==> src/rtl/uart_pkg.sv <==
// Shared definitions for the UART transmitter slice:
// FSM state encoding, parity-type constants and default frame width.
package uart_pkg;

    localparam int FRAME_DATA = 8;

    localparam logic PAR_EVEN = 1'b0;
    localparam logic PAR_ODD  = 1'b1;

    typedef enum logic [2:0] {
        ST_IDLE   = 3'd0,
        ST_START  = 3'd1,
        ST_DATA   = 3'd2,
        ST_PARITY = 3'd3,
        ST_STOP   = 3'd4
    } state_t;

endpackage

==> src/rtl/uart_parity_calc.sv <==
// Parity generator for one UART frame.
// Ports: data (frame bits), par_typ (PAR_EVEN/PAR_ODD) -> parity bit.
module uart_parity_calc
    import uart_pkg::*;
#(
    parameter int frame_data = FRAME_DATA
) (
    input  logic [frame_data-1:0] data,
    input  logic                  par_typ,
    output logic                  parity
);

    // Even parity makes the total count of ones even, so the bit is the
    // XOR reduction; odd parity is its complement.
    always_comb begin
        parity = ^data;
        if (par_typ == PAR_ODD) begin
            parity = ~parity;
        end
    end

endmodule

==> src/rtl/uart_tx.sv <==
// UART transmitter: start bit, frame_data bits LSB first, optional
// parity, one stop bit; one bit per clk. Ports: clk, rst (sync, high),
// p_data/data_valid/par_en/par_typ in; tx_out (idle high), busy out.
module uart_tx
    import uart_pkg::*;
#(
    parameter int frame_data = FRAME_DATA
) (
    input  logic                  clk,
    input  logic                  rst,
    input  logic [frame_data-1:0] p_data,
    input  logic                  data_valid,
    input  logic                  par_en,
    input  logic                  par_typ,
    output logic                  tx_out,
    output logic                  busy
);

    localparam int CW = (frame_data > 1) ? $clog2(frame_data) : 1;
    localparam logic [CW-1:0] LAST = CW'(frame_data - 1);

    state_t                state;
    logic [CW-1:0]         cnt;
    logic [frame_data-1:0] data_q;
    logic [frame_data-1:0] shift_q;
    logic                  par_en_q;
    logic                  par_typ_q;
    logic                  par_bit;

    // Parity always reflects the latched byte, never the live input.
    uart_parity_calc #(
        .frame_data(frame_data)
    ) u_parity (
        .data    (data_q),
        .par_typ (par_typ_q),
        .parity  (par_bit)
    );

    // Outputs are produced together with the next state so that the
    // line value registered at each edge belongs to the state entered.
    always_ff @(posedge clk) begin
        if (rst) begin
            state     <= ST_IDLE;
            tx_out    <= 1'b1;
            busy      <= 1'b0;
            cnt       <= '0;
            data_q    <= '0;
            shift_q   <= '0;
            par_en_q  <= 1'b0;
            par_typ_q <= 1'b0;
        end else begin
            unique case (state)
                ST_IDLE: begin
                    tx_out <= 1'b1;
                    busy   <= 1'b0;
                    cnt    <= '0;
                    if (data_valid) begin
                        data_q    <= p_data;
                        shift_q   <= p_data;
                        par_en_q  <= par_en;
                        par_typ_q <= par_typ;
                        state     <= ST_START;
                        tx_out    <= 1'b0;
                        busy      <= 1'b1;
                    end
                end
                ST_START: begin
                    state   <= ST_DATA;
                    tx_out  <= shift_q[0];
                    shift_q <= shift_q >> 1;
                    cnt     <= '0;
                end
                ST_DATA: begin
                    // cnt names the bit currently on the line.
                    if (cnt == LAST) begin
                        if (par_en_q) begin
                            state  <= ST_PARITY;
                            tx_out <= par_bit;
                        end else begin
                            state  <= ST_STOP;
                            tx_out <= 1'b1;
                        end
                    end else begin
                        cnt     <= cnt + 1'b1;
                        tx_out  <= shift_q[0];
                        shift_q <= shift_q >> 1;
                    end
                end
                ST_PARITY: begin
                    state  <= ST_STOP;
                    tx_out <= 1'b1;
                end
                ST_STOP: begin
                    state  <= ST_IDLE;
                    tx_out <= 1'b1;
                    busy   <= 1'b0;
                    cnt    <= '0;
                end
                default: begin
                    state  <= ST_IDLE;
                    tx_out <= 1'b1;
                    busy   <= 1'b0;
                    cnt    <= '0;
                end
            endcase
        end
    end

endmodule

==> config.mk <==
export PLATFORM = sky130hd
export DESIGN_NAME = uart_tx
export DESIGN_NICKNAME = d
export VERILOG_FILES = /design/src/rtl/uart_pkg.sv /design/src/rtl/uart_parity_calc.sv /design/src/rtl/uart_tx.sv
export SDC_FILE = /design/constraint.sdc
export NUM_CORES = 1
export LEC_CHECK = 0
export BUFFER_PORTS_ARGS = -buffer_cell sky130_fd_sc_hd__buf_2
export CORE_MARGIN = 2
export CORE_UTILIZATION = 60
export DETAILED_ROUTE_END_ITERATION = 6
export GPL_ROUTABILITY_DRIVEN = 0
export PLACE_DENSITY = 0.8
export SETUP_SLACK_MARGIN = 0.05
export SYNTH_ARGS = -nofsm -noshare
export SYNTH_HDL_FRONTEND = slang
export SYNTH_SLANG_ARGS = --single-unit
==> constraint.sdc <==
create_clock -name clk -period 2.6 [get_ports clk]
set_input_delay 0.52 -clock clk [delete_from_list [all_inputs] [get_ports clk]]
set_output_delay 0.52 -clock clk [all_outputs]
set_load 0.05 [all_outputs]
==> reports/metrics.csv, run 1 <==
stage;metric;value;unit
run_status;run_status;finished clean;
die;die_y;49.7;um
worst_setup_path;arrival;2170;ps
yosys;synthCells;136;
worst_setup_path;crit_type;register to register;
cts;clock_latency;320;ps
timing;slew_headroom;57.3;%
cts;numCtsBuffers;3;
place;hpwl;1.66;mm
cts;cts_tree;built;
die;die_w;49.7;um
yosys;yosysUniqueCellTypes;37;
detailed_routing;vias;987;
detailed_routing;ant_nets;0;
grt;antenna_found_initial;0;
yosys;synth_ff_type;dfxtp_1;
detailed_routing;wl_per_cell;12.9;um
detailed_routing;via_per_inst;5.67;
worst_setup_path;end_kind;register;
timing;clock_skew;7.07;ps
yosys;muxShareOfSynthArea;6.39;%
yosys;synth_edf_count;0;
yosys;synth_xor_area_share;6.49;%
yosys;synth_compound_area_share;18.0;%
cts;cts_root_buffer;clkbuf_4;
pwr;ir_drop;410;uV
die;fp.dieArea;0.00247;mm^2
cts;max-clock-path-buffers;2;
timing;slew_viol_final;0;
timing;worst_slew_pin_slew;638;ps
yosys;synth.most_common_cell;dfxtp_1;
cts;post_cts_buffers;0;
yosys;synth_top_area_share;41.5;%
pwr;p_leak;0.536;nW
grt;gr-usage-all-layers;20.2;%
cts;h-tree-depth;1;
worst_setup_path;startpoint;cnt[0];
yosys;synth_area_leader_cell;dfxtp_1;
die;core;0.00196;mm^2
yosys;synth_async_sr_flop_share;0;%
layout;num-fill-cells;180;
yosys;synthAdderAreaFrac;2.00;%
place;numPortBuffers;14;
yosys;ys_seq_area_share;41.5;%
yosys;yosys.area_share.simple;21.9;%
pwr;p_per_area;712;mW/mm^2
cts;path_clk_slew;140;ps
yosys;avgSynthCellArea;9.22;um^2
die;initial_core_util;63.9;%
grt;grt_overflow;0;
yosys;ys_ff_latch;26;
cts;holdBufCountCts;0;
yosys;yosys-top-cells-count;dfxtp_1 (26), nand2_1 (25), a21oi_1 (14);
die;rows;16;
timing;setup_ws;674;ps
die;io_pins;15;
timing;grt_setup_unrepaired;no;
layout;fin_nets;163;
timing;setup_viol;0;
layout;n_antenna_cell;0;
worst_hold_path;hold_path.startpoint;par_typ;
yosys;yosys-top-cells-area;dfxtp_1 (42%), nand2_1 (7.5%), mux2i_1 (6.4%), a21oi_1 (5.6%), nor2_1 (3.6%);
timing;period_needed;1930;ps
layout;final_layout_size_suffix_gt1_share;19.0;%
yosys;ys_warn_count;0;
flow_run;drv_cap;0;
yosys;syn-cell-area;0.00125;mm^2
grt;grt_pass1_wl;3.84;mm
timing;fin_crit_sh;74.1;%
worst_setup_path;cp_max_fo;15;
cts;cts.sinks;26;
worst_setup_path;critPathLaunchType;register;
detailed_routing;route.detailed.drc;0;
grt;grt_max_degree;24;
detailed_routing;drtIter0Drc;15;
layout;area_growth;7.98;%
grt;grt_pass1_vias;909;
timing;fmax;519;MHz
timing;setup_tns;0;ps
worst_setup_path;crit_required;2840;ps
place;pre_cts_slack;662;ps
detailed_routing;dr.pass1.iters;4;
yosys;synth_top_family_by_area;simple AND/OR/NAND/NOR gates;
yosys;syn_nets;151;
worst_hold_path;hold_class;input pin to register;
worst_setup_path;r2r_start;cnt[0];
detailed_routing;routed_wl;2.24;mm
cts;post_cts_resized;0;
timing;finalHoldViolations;0;
## layout by cell type (no fill, tap or decap), types with 3 or more instances in the layout
| cell type | synthesis | routed |
|---|---|---|
| dfxtp_1 | 26 | 26 |
| nand2_1 | 25 | 25 |
| a21oi_1 | 14 | 14 |
| buf_2 | 2 | 14 |
| nor2_1 | 12 | 12 |
| mux2i_1 | 8 | 8 |
| nor3_1 | 4 | 4 |
| a211oi_1 | 4 | 4 |
| nand2b_1 | 3 | 3 |
| xnor2_1 | 3 | 3 |
| a211oi_2 | 3 | 3 |
| clkbuf_4 | 0 | 3 |
## cell type report
type	count	area, um^2	area share (%)
Inverter	2	7.51	0.555
Sequential cell	26	520	38.4
Clock buffer	4	36.3	2.68
Tap cell	27	33.8	2.50
Multi-Input combinational cell	101	686	50.6
Timing Repair Buffer	14	70.1	5.18
## worst paths after layout
kind | end | slack, ps | cells past startpoint
worst max-delay path | shift_q[0] | 670 | 6
worst min-delay path | par_typ_q | 430 | 3
worst min register to register | par_typ_q | 470 | 2
worst max register to register | shift_q[0] | 670 | 6
## cell families (layout without fill, tap and decap cells)
| family | after synthesis | in the layout |
|---|---|---|
| buffers and inverters | 9 | 20 |
| AND/OR/NAND/NOR | 55 | 55 |
| multiplexers | 8 | 8 |
| AO/OA/AOI/OAI | 30 | 30 |
| flip-flops | 26 | 26 |
| XOR/XNOR | 6 | 6 |
| adder cells (fa/ha/maj) | 2 | 2 |
## worst max-delay path, cell delays in order (launching register included)
cell	delay [ps]
dfxtp_1	350
ha_1	190
ha_1	250
or3b_4	410
a21oi_4	360
nor2_1	70
a211oi_1	220
## metal layers
layer | global-route usage (%) | vias up | routed length (um)
li1 | - | 495 | -
met1 | 23.1 | 477 | 956
met2 | 37.1 | 11 | 1190
met3 | 2.73 | 4 | 52
met4 | 8.33 | 0 | 40
met5 | 0 | - | 0
## flip-flops by register name, indices dropped and copies added (netlist names)
| register | count |
|---|---|
| busy | 1 |
| par_typ_q | 1 |
| state | 3 |
| cnt | 3 |
| shift_q | 8 |
| par_en_q | 1 |
| tx_out | 1 |
| data_q | 8 |
## through the flow
stage	total power [mW]	hold WS, ps	cell area [um^2]	std cells	util, %
2_1_floorplan	0.730	437	1250	136	-
3_3_place_gp	0.761	445	1320	170	67.2
3_5_place_dp	0.774	454	1320	170	67.2
4_1_cts	0.975	418	1350	174	69.0
5_1_grt	1.02	423	1350	174	69.0
6_report	0.964	427	1350	174	69.0
## power breakdown
group	internal (mW)	switching, mW	leakage, nW	total (mW)
Sequential	0.448	0.0429	0.214	0.491
Clock	0.0856	0.115	0.0210	0.201
Combinational	0.127	0.146	0.301	0.273
Total	0.661	0.304	0.536	0.964
Note: power is estimated with default switching activity, not from simulation.
==> run 2, diff against run 1 <==
Settings changed: CORE_UTILIZATION 60 to 50, PLACE_DENSITY 0.8 to 0.71.
Clock period 2.6 ns to 1.63 ns, I/O delays scaled along.
==> run 2 against run 1 <==
Compared with the run above:
- clock skew shrank 2.7 ps
- critical path type unchanged
- count of clock-buffer cells in the layout is the same
- the run now ends with setup timing left
- cell count grew 7.5%
==> reports/metrics.csv, run 2 (synthesis gave the netlist of run 1 again) <==
stage;metric;value;unit;change
cts;numCtsBuffers;3;;unchanged
cts;cts.sinks;26;;unchanged
grt;grt_overflow;0;;unchanged
timing;fmax;602;MHz;was 519 MHz
flow_run;drv_cap;0;;unchanged
grt;grt_max_degree;23;;was 24
timing;clock_skew;4.33;ps;was 7.07 ps
place;numPortBuffers;14;;unchanged
cts;max-clock-path-buffers;2;;unchanged
grt;met3_usage;5.83;%;was 2.73%
worst_hold_path;hold_path.startpoint;par_en;;was par_typ
layout;fin_nets;173;;was 163
worst_hold_path;whs_path_depth;3;;unchanged
worst_hold_path;hold_class;input pin to register;;unchanged
die;core;0.00243;mm^2;was 0.00196 mm^2
layout;final_layout_size_suffix_gt1_share;35.0;%;was 19.0%
timing;period_needed;1660;ps;was 1930 ps
pwr;combPwrFrac;34.9;%;was 28.3%
worst_setup_path;crit_required;1840;ps;was 2840 ps
cts;cts_root_buffer;clkbuf_4;;unchanged
detailed_routing;route.detailed.drc;0;;unchanged
die;io_pins;15;;unchanged
die;die_y;54.1;um;was 49.7 um
detailed_routing;routed_wl;2.46;mm;was 2.24 mm
timing;grt_setup_unrepaired;yes;;was no
detailed_routing;wl_per_cell;13.1;um;was 12.9 um
grt;grt_pass1_vias;865;;was 909
worst_setup_path;cp_max_fo;7;;was 15
grt;grt_use_met1;25.5;%;was 23.1%
cts;h-tree-depth;1;;unchanged
place;hpwl;1.77;mm;was 1.66 mm
timing;setup_tns;-189;ps;was 0 ps
worst_setup_path;end_kind;register;;unchanged
pwr;ir_drop;1150;uV;was 410 uV
pwr;p_clk_share;18.7;%;was 20.8%
detailed_routing;vias;980;;was 987
pwr;p_leak;0.598;nW;was 0.536 nW
pwr;swShare;32.3;%;was 31.5%
worst_setup_path;ff2ff_path_depth;7;;was 6
grt;busiest_layer;met2;;unchanged
cts;holdBufCountCts;0;;unchanged
grt;antenna_found_initial;0;;unchanged
detailed_routing;drtIter0Drc;14;;was 15
timing;fin_crit_sh;102;%;was 74.1%
die;rows;18;;was 16
timing;worst_slew_pin_slew;528;ps;was 638 ps
grt;grt_pass1_wl;3.95;mm;was 3.84 mm
worst_setup_path;timing.rr.end;shift_q[7];;was shift_q[0]
timing;setup_ws;-31.8;ps;was 674 ps
run_status;violations;setup timing;;
cts;cts_tree;built;;unchanged
die;initial_core_util;51.5;%;was 63.9%
timing;timing.hold.ws;234;ps;was 427 ps
worst_setup_path;critPathLaunchType;register;;unchanged
timing;setup_viol;8;;was 0
pwr;power_switching;0.547;mW;was 0.304 mW
layout;reg_top3;data_q x8, shift_q x8;;unchanged
die;die_w;54.1;um;was 49.7 um
layout;layout_common_cells;nand2_1 (25), dfxtp_1 (24), buf_2 (14), a21oi_1 (13), mux2i_1 (8);;was dfxtp_1 (26), nand2_1 (25), a21oi_1 (14), buf_2 (14), nor2_1 (12)
timing;slew_viol_final;0;;unchanged
pwr;p_int;1.15;mW;was 0.661 mW
layout;n_antenna_cell;0;;unchanged
run_status;run_status;finished with violations;;was finished clean
grt;gr-usage-all-layers;18.6;%;was 20.2%
layout;layout_commonest_cell;nand2_1;;was dfxtp_1
detailed_routing;via_per_inst;5.24;;was 5.67
layout;final_util;63.7;%;was 69.0%
cts;path_clk_slew;130;ps;was 140 ps
worst_hold_path;hold_end;par_en_q;;was par_typ_q
layout;area_growth;23.6;%;was 7.98%
cts;clock_latency;310;ps;was 320 ps
die;fp.dieArea;0.00292;mm^2;was 0.00247 mm^2
worst_setup_path;crit_type;register to register;;unchanged
timing;finalHoldViolations;0;;unchanged
grt;grtUsageMet2;29.9;%;was 37.1%
detailed_routing;ant_nets;0;;unchanged
worst_setup_path;arrival;1870;ps;was 2170 ps
pwr;p_per_area;1090;mW/mm^2;was 712 mW/mm^2
worst_setup_path;r2r_start;cnt[1];;was cnt[0]
pwr;finalPower;1.69;mW;was 0.964 mW
timing;slew_headroom;64.7;%;was 57.3%
pwr;p_seq_share;46.5;%;was 50.9%
worst_setup_path;r2r_slack;-30;ps;was 670 ps
detailed_routing;dr.pass1.iters;4;;unchanged
run 2: cell count changes in the layout (fill, tap and decap cells not counted), moves of 3 or more:
cell      change
nor2_2        +4
a211oi_2      +4
buf_6         +5
nor2_4        +3
a211oi_1      -4
buf_4         +5
nor2_1        -7
run 2: power groups by stage:
stage / sequential, mW / clock [mW] / combinational (mW)
finish: 0.787 / 0.316 / 0.591
floorplan: 0.803 / 0 / 0.389
CTS: 0.784 / 0.327 / 0.615
global placement: 0.792 / 0 / 0.493
detailed placement: 0.795 / 0 / 0.509
global route: 0.800 / 0.358 / 0.637
run 2: stage by stage:
stage	setup slack (ps)	area, um^2	cells
floorplan	-25.0	1300	136
global placement	-45.2	1430	179
detailed placement	-115	1430	179
CTS	-79.9	1550	189
global route	-124	1550	187
finish	-31.8	1550	187
run 2: how the worst max path moves through the flow:
stage	start	to	slack [ps]	depth (start not counted)
detailed placement	cnt[1]	shift_q[0]	-120	7
finish	cnt[1]	shift_q[7]	-30	7
global route	cnt[1]	tx_out	-120	6
floorplan	cnt[0]	shift_q[4]	-20	7
CTS	cnt[1]	shift_q[5]	-80	8
global placement	cnt[1]	shift_q[3]	-50	7
run 2: cell type report:
cell class,count,area [um^2]
Sequential cell,26,523
Fill cell,209,883
Multi-Input combinational cell,101,781
Inverter,2,7.51
Tap cell,30,37.5
Clock buffer,4,36.3
Timing Repair Buffer,24,164
run 2: worst max-delay path, cell delays in order (launching register included):
cell	delay, ps
dfxtp_2	360
ha_4	160
ha_4	150
or3b_4	380
a21oi_4	170
buf_6	170
nand2b_4	130
a21oi_2	40
run 2: metal layers:
layer	wire length, um	part of all wire, %
met1	1230	50
met2	1160	47
met3	69	2.8
met4	0	0
met5	0	0
run 2: repair_timing:
action | CTS | global route
resized for setup | 7 | 10
pin swaps | 6 | 1
setup endpoints to repair | 9 | 11
setup buffers | 5 | 0
gates cloned | 1 | 0
